### src/rtl/decoder_scanner_pkg.sv
// Shared types and the one-hot helper for the registered decoder/scanner.
// The helper is sized for the widest supported address; callers truncate.
package decoder_pkg;

    localparam int unsigned MAX_AW = 6;

    typedef enum logic [1:0] {
        IDLE   = 2'd0,
        DIRECT = 2'd1,
        SCAN   = 2'd2
    } state_t;

    localparam logic MODE_DIRECT = 1'b0;
    localparam logic MODE_SCAN   = 1'b1;

    function automatic logic [2**MAX_AW-1:0] onehot(input logic [MAX_AW-1:0] index);
        onehot        = '0;
        onehot[index] = 1'b1;
    endfunction

endpackage

### src/rtl/decoder_scanner_if.sv
// Control/status bundle between the decoder/scanner and its driver.
interface decoder_scanner_if #(
    parameter int unsigned AW = 3
);
    logic              en;
    logic              mode;
    logic              start;
    logic              stop;
    logic              wrap;
    logic [AW-1:0]     addr;
    logic [2**AW-1:0]  d;
    logic [AW-1:0]     idx;
    logic              valid;
    logic              busy;
    logic              done;

    modport master (
        output en, mode, start, stop, wrap, addr,
        input  d, idx, valid, busy, done
    );

    modport slave (
        input  en, mode, start, stop, wrap, addr,
        output d, idx, valid, busy, done
    );
endinterface

### src/rtl/decoder_scanner_dwell_counter.sv
// Counts enabled cycles spent on one scan index; last marks the final one.
module dwell_counter #(
    parameter int unsigned DWELL = 1
) (
    input  logic clk,
    input  logic rst,
    input  logic clear,
    input  logic tick,
    output logic last
);
    localparam int unsigned CW = $clog2(DWELL + 1);

    logic [CW-1:0] cnt_q, cnt_d;

    assign last = (cnt_q == CW'(DWELL));

    always_comb begin
        cnt_d = cnt_q;
        if (clear) begin
            cnt_d = CW'(1);
        end else if (tick) begin
            cnt_d = last ? CW'(1) : cnt_q + CW'(1);
        end
    end

    always_ff @(posedge clk) begin
        if (rst) cnt_q <= '0;
        else     cnt_q <= cnt_d;
    end
endmodule

### src/rtl/decoder_scanner.sv
// Registered one-hot decoder with a DIRECT mode and a dwell-timed SCAN mode.
module decoder_scanner
    import decoder_pkg::*;
#(
    parameter int unsigned AW         = 3,
    parameter int unsigned DWELL      = 1,
    parameter int unsigned ACTIVE_LOW = 0
) (
    input  logic              clk,
    input  logic              rst,
    decoder_scanner_if.slave  bus
);
    localparam int unsigned N = 2**AW;
    localparam logic [N-1:0] INACTIVE = (ACTIVE_LOW != 0) ? '1 : '0;

    state_t        state_q, state_d;
    logic [N-1:0]  d_q, d_d;
    logic [AW-1:0] idx_q, idx_d;
    logic          valid_q, valid_d;
    logic          busy_q, busy_d;
    logic          done_q, done_d;
    logic          cnt_clear, cnt_tick, cnt_last;
    logic [AW-1:0] idx_inc;

    // Polarity is folded in here so d_q already holds the pin-level value.
    function automatic logic [N-1:0] decode(input logic [AW-1:0] x);
        decode = INACTIVE ^ N'(onehot(MAX_AW'(x)));
    endfunction

    assign idx_inc = idx_q + AW'(1);

    dwell_counter #(.DWELL(DWELL)) u_dwell (
        .clk   (clk),
        .rst   (rst),
        .clear (cnt_clear),
        .tick  (cnt_tick),
        .last  (cnt_last)
    );

    always_comb begin
        state_d   = state_q;
        d_d       = d_q;
        idx_d     = idx_q;
        valid_d   = valid_q;
        busy_d    = busy_q;
        done_d    = 1'b0;
        cnt_clear = 1'b0;
        cnt_tick  = 1'b0;
        case (state_q)
            IDLE: begin
                d_d     = INACTIVE;
                idx_d   = '0;
                valid_d = 1'b0;
                busy_d  = 1'b0;
                if (bus.en && bus.mode == MODE_DIRECT) begin
                    state_d = DIRECT;
                    d_d     = decode(bus.addr);
                    idx_d   = bus.addr;
                    valid_d = 1'b1;
                end else if (bus.en && bus.mode == MODE_SCAN && bus.start && !done_q) begin
                    state_d   = SCAN;
                    d_d       = decode(bus.addr);
                    idx_d     = bus.addr;
                    valid_d   = 1'b1;
                    busy_d    = 1'b1;
                    cnt_clear = 1'b1;
                end
            end
            DIRECT: begin
                if (bus.en) begin
                    d_d     = decode(bus.addr);
                    idx_d   = bus.addr;
                    valid_d = 1'b1;
                end else begin
                    state_d = IDLE;
                    d_d     = INACTIVE;
                    idx_d   = '0;
                    valid_d = 1'b0;
                end
            end
            SCAN: begin
                if (bus.stop) begin
                    state_d = IDLE;
                    d_d     = INACTIVE;
                    idx_d   = '0;
                    valid_d = 1'b0;
                    busy_d  = 1'b0;
                end else if (bus.en) begin
                    cnt_tick = 1'b1;
                    if (cnt_last) begin
                        if (idx_q == '1 && !bus.wrap) begin
                            state_d = IDLE;
                            d_d     = INACTIVE;
                            idx_d   = '0;
                            valid_d = 1'b0;
                            busy_d  = 1'b0;
                            done_d  = 1'b1;
                        end else begin
                            idx_d = idx_inc;
                            d_d   = decode(idx_inc);
                        end
                    end
                end
            end
            default: begin
                state_d = IDLE;
                d_d     = INACTIVE;
                idx_d   = '0;
                valid_d = 1'b0;
                busy_d  = 1'b0;
            end
        endcase
    end

    always_ff @(posedge clk) begin
        if (rst) begin
            state_q <= IDLE;
            d_q     <= INACTIVE;
            idx_q   <= '0;
            valid_q <= 1'b0;
            busy_q  <= 1'b0;
            done_q  <= 1'b0;
        end else begin
            state_q <= state_d;
            d_q     <= d_d;
            idx_q   <= idx_d;
            valid_q <= valid_d;
            busy_q  <= busy_d;
            done_q  <= done_d;
        end
    end

    assign bus.d     = d_q;
    assign bus.idx   = idx_q;
    assign bus.valid = valid_q;
    assign bus.busy  = busy_q;
    assign bus.done  = done_q;
endmodule

### src/flat_wrapper.sv
// flat-port wrapper written by rule: the top's interface ports become plain ports
module decoder_scanner_flat import decoder_pkg::*;
#(
    parameter int unsigned AW         = 3,
    parameter int unsigned DWELL      = 1,
    parameter int unsigned ACTIVE_LOW = 0
)
  (clk, rst, bus_en, bus_mode, bus_start, bus_stop, bus_wrap, bus_addr, bus_d, bus_idx, bus_valid, bus_busy, bus_done);
  decoder_scanner_if #(.AW(AW)) bus_i ();
  input  logic clk;
  input  logic rst;
  input wire logic [$bits(bus_i.en)-1:0] bus_en;
  input wire logic [$bits(bus_i.mode)-1:0] bus_mode;
  input wire logic [$bits(bus_i.start)-1:0] bus_start;
  input wire logic [$bits(bus_i.stop)-1:0] bus_stop;
  input wire logic [$bits(bus_i.wrap)-1:0] bus_wrap;
  input wire logic [$bits(bus_i.addr)-1:0] bus_addr;
  output wire logic [$bits(bus_i.d)-1:0] bus_d;
  output wire logic [$bits(bus_i.idx)-1:0] bus_idx;
  output wire logic [$bits(bus_i.valid)-1:0] bus_valid;
  output wire logic [$bits(bus_i.busy)-1:0] bus_busy;
  output wire logic [$bits(bus_i.done)-1:0] bus_done;
  assign bus_i.en = bus_en;
  assign bus_i.mode = bus_mode;
  assign bus_i.start = bus_start;
  assign bus_i.stop = bus_stop;
  assign bus_i.wrap = bus_wrap;
  assign bus_i.addr = bus_addr;
  assign bus_d = bus_i.d;
  assign bus_idx = bus_i.idx;
  assign bus_valid = bus_i.valid;
  assign bus_busy = bus_i.busy;
  assign bus_done = bus_i.done;
  decoder_scanner #(.AW(AW), .DWELL(DWELL), .ACTIVE_LOW(ACTIVE_LOW)) u_core (.clk(clk), .rst(rst), .bus(bus_i));
endmodule
### config.mk
export PLATFORM = sky130hd
export DESIGN_NAME = decoder_scanner_flat
export DESIGN_NICKNAME = d
export VERILOG_FILES = /design/src/rtl/decoder_scanner_pkg.sv /design/src/rtl/decoder_scanner_if.sv /design/src/rtl/decoder_scanner_dwell_counter.sv /design/src/rtl/decoder_scanner.sv /design/src/flat_wrapper.sv
export SDC_FILE = /design/constraint.sdc
export NUM_CORES = 1
export LEC_CHECK = 0
export CAP_MARGIN = 20
export CORE_MARGIN = 2
export CORE_UTILIZATION = 43
export CTS_CLUSTER_DIAMETER = 80
export DETAILED_ROUTE_END_ITERATION = 7
export GPL_TIMING_DRIVEN = 0
export PLACE_DENSITY = 0.77
export SLEW_MARGIN = 20
export SYNTH_ARGS = -nofsm -noshare
export SYNTH_HDL_FRONTEND = slang
export SYNTH_HIERARCHICAL = 1
export SYNTH_SLANG_ARGS = --single-unit
### constraint.sdc
create_clock -name clk -period 1.5 [get_ports clk]
set_input_delay 0.3 -clock clk [delete_from_list [all_inputs] [get_ports clk]]
set_output_delay 0.3 -clock clk [all_outputs]
set_load 0.01 [all_outputs]
# Word-level counts from Yosys, hierarchy flattened
# Index checks and enable logic that the tools add are counted.
[classes]
n_lt_le_gt_ge = 4
n_eq_ne = 8
add_sub_neg = 2
reduce_logical = 16
muxes = 45
n_bitwise = 5
[op_table]
columns = ["cell", "count"]
rows = [
  ["8-bit two-way mux", 7],
  ["8-bit case mux with 3 select lines", 1],
  ["3-bit two-way mux", 7],
  ["1-bit two-way mux", 17],
  ["3-bit by 7-bit < comparator with 1-bit output (second input constant)", 2],
  ["2-bit two-way mux", 7],
  ["3-bit case mux with 3 select lines", 1],
  ["1-bit logical AND", 7],
  ["1-bit demux with 3-bit select", 2],
  ["3-bit by 1-bit greater-or-equal comparator with 1-bit output (second input constant)", 2],
  ["3-bit != test (second input constant)", 2],
  ["1-bit case mux with 3 select lines", 2],
  ["2-bit case mux with 3 select lines", 1],
  ["1-bit inverter", 5],
  ["5-bit AND reduction", 1],
  ["5-bit OR reduction", 1],
  ["4-bit AND reduction", 1],
  ["3-bit by 1-bit adder with 3-bit output (second input constant)", 1],
  ["3-bit == test (second input constant)", 1],
  ["3-bit by 1-bit != test with 1-bit output (second input constant)", 1],
  ["3-bit by 2-bit != test with 1-bit output (second input constant)", 1],
  ["3-bit AND reduction", 1],
  ["2-bit by 1-bit == test with 1-bit output (second input constant)", 1],
  ["2-bit == test (second input constant)", 1],
  ["6 further kinds", 7],
]
[word_totals]
output_inout_bits = 14
reg_bits = 17
wordCells = 87
inputBits = 10

# Logic depth before layout (Yosys ltp)
# Gate-level depths: netlist of run 1.
[depth]
ltp_word = 10
depth_mapped = 7

# Hierarchy
# Netlist of run 1, hierarchy kept.
[by_module_without_submodules]
columns = ["module", "seq_area_each_um2", "area_per_inst_um2", "instances", "cells_per_inst"]
rows = [
  ["decoder_scanner", 320.3, 910.9, 1, 111],
  ["dwell_counter", 20.0, 28.8, 1, 3],
]

# Worst setup path after synthesis of run 1
# No wires, ideal clock.
[synth_path]
path_type = "reg2reg"
from = "register u_core.idx_q[0], in the netlist u_core/bus.idx[0]"
to = "register u_core.busy_q, in the netlist u_core/bus.busy"
t_arrival_ps = 1514
required_time_ps = 1372
n_path_buf = 1
path_slack_ps = -142
stages_incl_launch_ff = 8
path_cell_list = "dfxtp_1 > ha_1 > ha_1 > nor2b_1 > clkbuf_1 > a31oi_1 > o21ai_1 > a21oi_1"
[synth_via]
elab_chain_len = 4
[synth_lines]
columns = ["item", "line_no", "text"]
rows = [
  ["from (decl)", "decoder_scanner.sv:18", "logic [AW-1:0] idx_q, idx_d;"],
  ["from (signal assigned)", "decoder_scanner.sv:126", "idx_q <= idx_d;"],
  ["3-bit == test", "decoder_scanner.sv:91", "if (idx_q == '1 && !bus.wrap) begin"],
  ["1-bit logical AND", "decoder_scanner.sv:91", ""],
  ["3-bit by 2-bit != test with 1-bit output (no source line)", "n/a", ""],
  ["4-bit AND reduction (no source line)", "n/a", ""],
  ["to (signal assigned)", "decoder_scanner.sv:128", "busy_q <= busy_d;"],
  ["to (decl)", "decoder_scanner.sv:20", "logic busy_q, busy_d;"],
]
# Every way passes these cells.
# A chain may end at the register's enable or synchronous reset.

# Final worst setup path of run 1
[layout_path]
from = "register u_core.idx_q[0], in the netlist u_core/bus.idx[0]"
to = "register u_core.d_q[7], in the netlist u_core/bus.d[7]"
[layout_via]
elab_chain_len = 10
elab_cells_between_ends = 13
classes_between = "add/sub (1); order compare (2); eq/ne (1); mux (7); reduce/logical (2)"
[layout_lines]
columns = ["item", "line_no", "text"]
rows = [
  ["3-bit by 1-bit adder with 3-bit output", "decoder_scanner.sv:30", "assign idx_inc = idx_q + AW'(1);"],
  ["3-bit by 7-bit < comparator with 1-bit output (implied by the code) or 3-bit by 1-bit greater-or-equal comparator with 1-bit output (tied branches)", "decoder_scanner_pkg.sv:18", "onehot[index] = 1'b1;"],
  ["1-bit logical AND (implied by the code)", "decoder_scanner_pkg.sv:18", ""],
  ["1-bit two-way mux (implied by the code)", "decoder_scanner_pkg.sv:18", ""],
  ["1-bit demux with 3-bit select", "n/a", ""],
  ["8-bit two-way mux *", "decoder_scanner.sv:91", ""],
  ["8-bit two-way mux *", "decoder_scanner.sv:90", "if (cnt_last) begin"],
  ["8-bit two-way mux *", "decoder_scanner.sv:88", "end else if (bus.en) begin"],
  ["8-bit two-way mux *", "decoder_scanner.sv:82", "if (bus.stop) begin"],
  ["8-bit case mux with 3 select lines *", "decoder_scanner.sv:49", "case (state_q)"],
  ["to (signal assigned)", "decoder_scanner.sv:118", "d_q <= INACTIVE;"],
  ["to (signal assigned)", "decoder_scanner.sv:125", "d_q <= d_d;"],
  ["to (decl)", "decoder_scanner.sv:17", "logic [N-1:0] d_q, d_d;"],
]
# Every way passes the cells marked *; elsewhere a longest branch is shown, timed or not. The select of a mux whose other input is x is not followed.

==> run metrics, run 1 <==
P_leak=0.6586 nW; mux contribution to synthesized area=0%; Critical path buffers and inverters=1; Final WS setup=-0.07675 ns; final setup violating endpoints=6; critical path class=flip-flop to flip-flop; crit path DAT=1.80 ns; CP peak stage delay=0.37 ns; largest family of logic cells by synthesized area=simple AND/OR/NAND/NOR gates; placed cells=164; IO Pins=24; crit-path cells=ha_4 -> ha_4 -> nor2b_4 -> clkbuf_4 -> nor3_1 -> o21ai_1 -> a21oi_1; detail-routed net length per standard cell=17.09 um; failing checks=setup timing; die footprint=2575 um^2; Num Clock Sinks=17; Slowest-stage cell, CP=dfxtp_4; CTS tree=done; Worst-path clk slew=0.10 ns; Post-synth EDFFs=0; hold_buf cts=0; first-pass GRT wire length=4657 um; Yosys top cell area share=36.22%; sequential fraction of the synthesis area=36.22%; utilization after layout=73.13%; Die Y=50.75 um; clock power share=27.1%; syn avg cell area=8.243 um^2; Finished Layout Cells=170; DRC viols=0; DP HPWL=1713 um; Setup crit end kind=flip-flop; Core Region=2002 um^2; area share of and/or/nand/nor cells after synthesis=30.76%; Sw Ratio=28.74%; cell taking the most area after synthesis=dfxtp_1; Hold Fails Final Rpt=0; GRT overflow=0; Initial Util=46.94%; total CTS buffers=3; Synth Area in XOR/XNOR=0%; RSZ-0062 raised after global routing=true; initial antenna violation count=0; Max Cap Violations=0; Pre-antenna DRT Iters=4; Gate Count Post-Synth=114; fraction of layout cells with a size suffix above 1=25.17%; outcome=complete, but fails checks; Antenna Nets Post-Route=0; Most Frequent Cell on Critical Path=ha_4; port buffer count=23; Max Root-Sink Buffers=2; Antenna diodes=0; fin crit share=105.1%; Reg power frac=52.7%; synth cell count leaders=dfxtp_1 (17), a21oi_1 (16), nand2_1 (13), o21ai_1 (10), a211oi_1 (6); vias per inst=6.053; Detailed Route WL=2906 um; clock skew=0.005257 ns; Pwr Density=624.6 nW/um^2; worst slew pin tran=0.4730 ns; number of synthesized register bits=17; startpoint type of the worst setup path=flip-flop; fraction of the mapped netlist area in adder cells=3.995%; count leader, synth=dfxtp_1; number of global-route vias before repair=1,002; Top FF cell, synth=dfxtp_1; row count=16; fin crit period=1.577 ns; Peak Freq=634.2 MHz; Max Fanout on Critical Path=4; Comb power frac=20.2%; global-route usage over all layers=23.83%; clk_lat worst skew=0.29 ns; Pint=0.0006516 W; Layout Nets=157; htree depth=1; post-route cell area=1464 um^2; CP top delay family=flip-flops; vias=1,029; Initial DRC Count=35; Root Buffer=clkbuf_4; placed cell areas=1236 um^2; Layout area overhead=55.79%; yosys warns=6; syn nets=127; Async SR Flop Fraction=0%; main area contributors after synthesis=dfxtp_1 (36%), a21oi_1 (8.5%), o21ai_1 (5.3%); Final Max Slew Viols=0; largest net degree at the start of global routing=11; CP required=1.72 ns; Post-Synthesis Cell Area=939.7 um^2; Synth Area in Compound Gates=25.70%; Final Wtd Congestion=0.8383; Chip Width=50.75 um; Unique masters post-synth=33; sw power=0.0002627 W; maximum VDD drop=0.4744 mV; worst hold path type=flip-flop to flip-flop; slew margin rel.=68.46%; Place WS=-0.5703 ns
[area by class of cell]
type	count	area [um^2]
Multi-Input combinational cell	89	733.2
Tap cell	27	33.78
Buffer	6	43.79
Fill cell	144	538.0
Timing Repair Buffer	25	267.8
Inverter	2	7.507
Clock buffer	4	26.28
Sequential cell	17	351.6
[repair_timing]
item,4_1_cts,5_1_grt
endpoints found under the setup margin,17,26
setup buffers,1,0
gates cloned,1,0
gates resized for setup,27,28
pin swaps,12,9
[metal layers]
| layer | GRT usage (%) | wire [um] | part of all wire (%) | vias to the layer above |
|---|---|---|---|---|
| met5 | 0 | 0 | 0 | - |
| met1 | 30.20 | 1226 | 42 | 488 |
| met2 | 39.91 | 1454 | 50 | 50 |
| met4 | 10.36 | 31 | 1.1 | 0 |
| met3 | 3.571 | 194 | 6.7 | 6 |
| li1 | - | - | - | 485 |
[per-stage QoR]
step | hold slack [ns] | power [W] | setup TNS (ns)
floorplan | 0.3724 | 0.0005684 | 0
global placement | 0.4398 | 0.0006347 | -5.463
detailed placement | 0.4431 | 0.0006412 | -6.268
CTS | 0.4581 | 0.0009064 | -0.2146
global route | 0.4831 | 0.0009614 | -0.7266
finish | 0.4560 | 0.0009144 | -0.2359
[registers in the layout, indices dropped and copies added (netlist names)]
register and count:
u_core/state_q 2, u_core/bus.busy 1, u_core/bus.d 8, u_core/u_dwell/last 1, u_core/bus.idx 3, u_core/bus.done 1
u_core/bus.valid 1
[cell usage in the layout, fill, tap and decap left out, types with 3 or more instances in the layout]
cell              n
nor3_1            3
nand2_1          13
nor2_1            4
dfxtp_2           3
nand2b_1          4
a211oi_1          6
clkbuf_4          4
dlymetal6s2s_1   11
nand3b_1          3
o21ai_1           9
a21oi_1          13
clkdlybuf4s50_1   7
nor4b_4           3
dlygate4sd2_1     4
dfxtp_1          12
[logic make-up after synthesis]
logic type      count (synthesis)
compound gates                 40
buf+inv                         8
fa+ha+maj                       3
simple gates                   46
flops                          17
[power groups by stage]
| stage | Sequential (W) | Clock [W] | Combinational, W |
|---|---|---|---|
| floorplan | 0.000491 | 0 | 0.0000771 |
| global placement | 0.000488 | 0 | 0.000146 |
| detailed placement | 0.000489 | 0 | 0.000152 |
| CTS | 0.000480 | 0.000259 | 0.000167 |
| global route | 0.000484 | 0.000281 | 0.000196 |
| finish | 0.000482 | 0.000248 | 0.000184 |
[tightest hold or removal path: stages (launching register included)]
cell	delay, ns
dfxtp_1	0.32
nand2_1	0.05
a21oi_1	0.05
[final timing paths]
kind                           to         startpoint  cells past startpoint  slack (ns)
hold reg to reg   u_core/bus.d[0]    u_core/bus.d[0]                      2        0.46
setup / recovery  u_core/bus.d[7]  u_core/bus.idx[0]                      7       -0.08
hold / removal    u_core/bus.d[0]    u_core/bus.d[0]                      2        0.46
setup reg to reg  u_core/bus.d[7]  u_core/bus.idx[0]                      7       -0.08
Power figures use the tool's default switching activity.
==> run 2: changes to the inputs <==
Settings changed: CTS_CLUSTER_DIAMETER 80 to 60.
==> results of run 2 <==
Same layout as run 1: the final DEF is identical, and so are final timing and power.
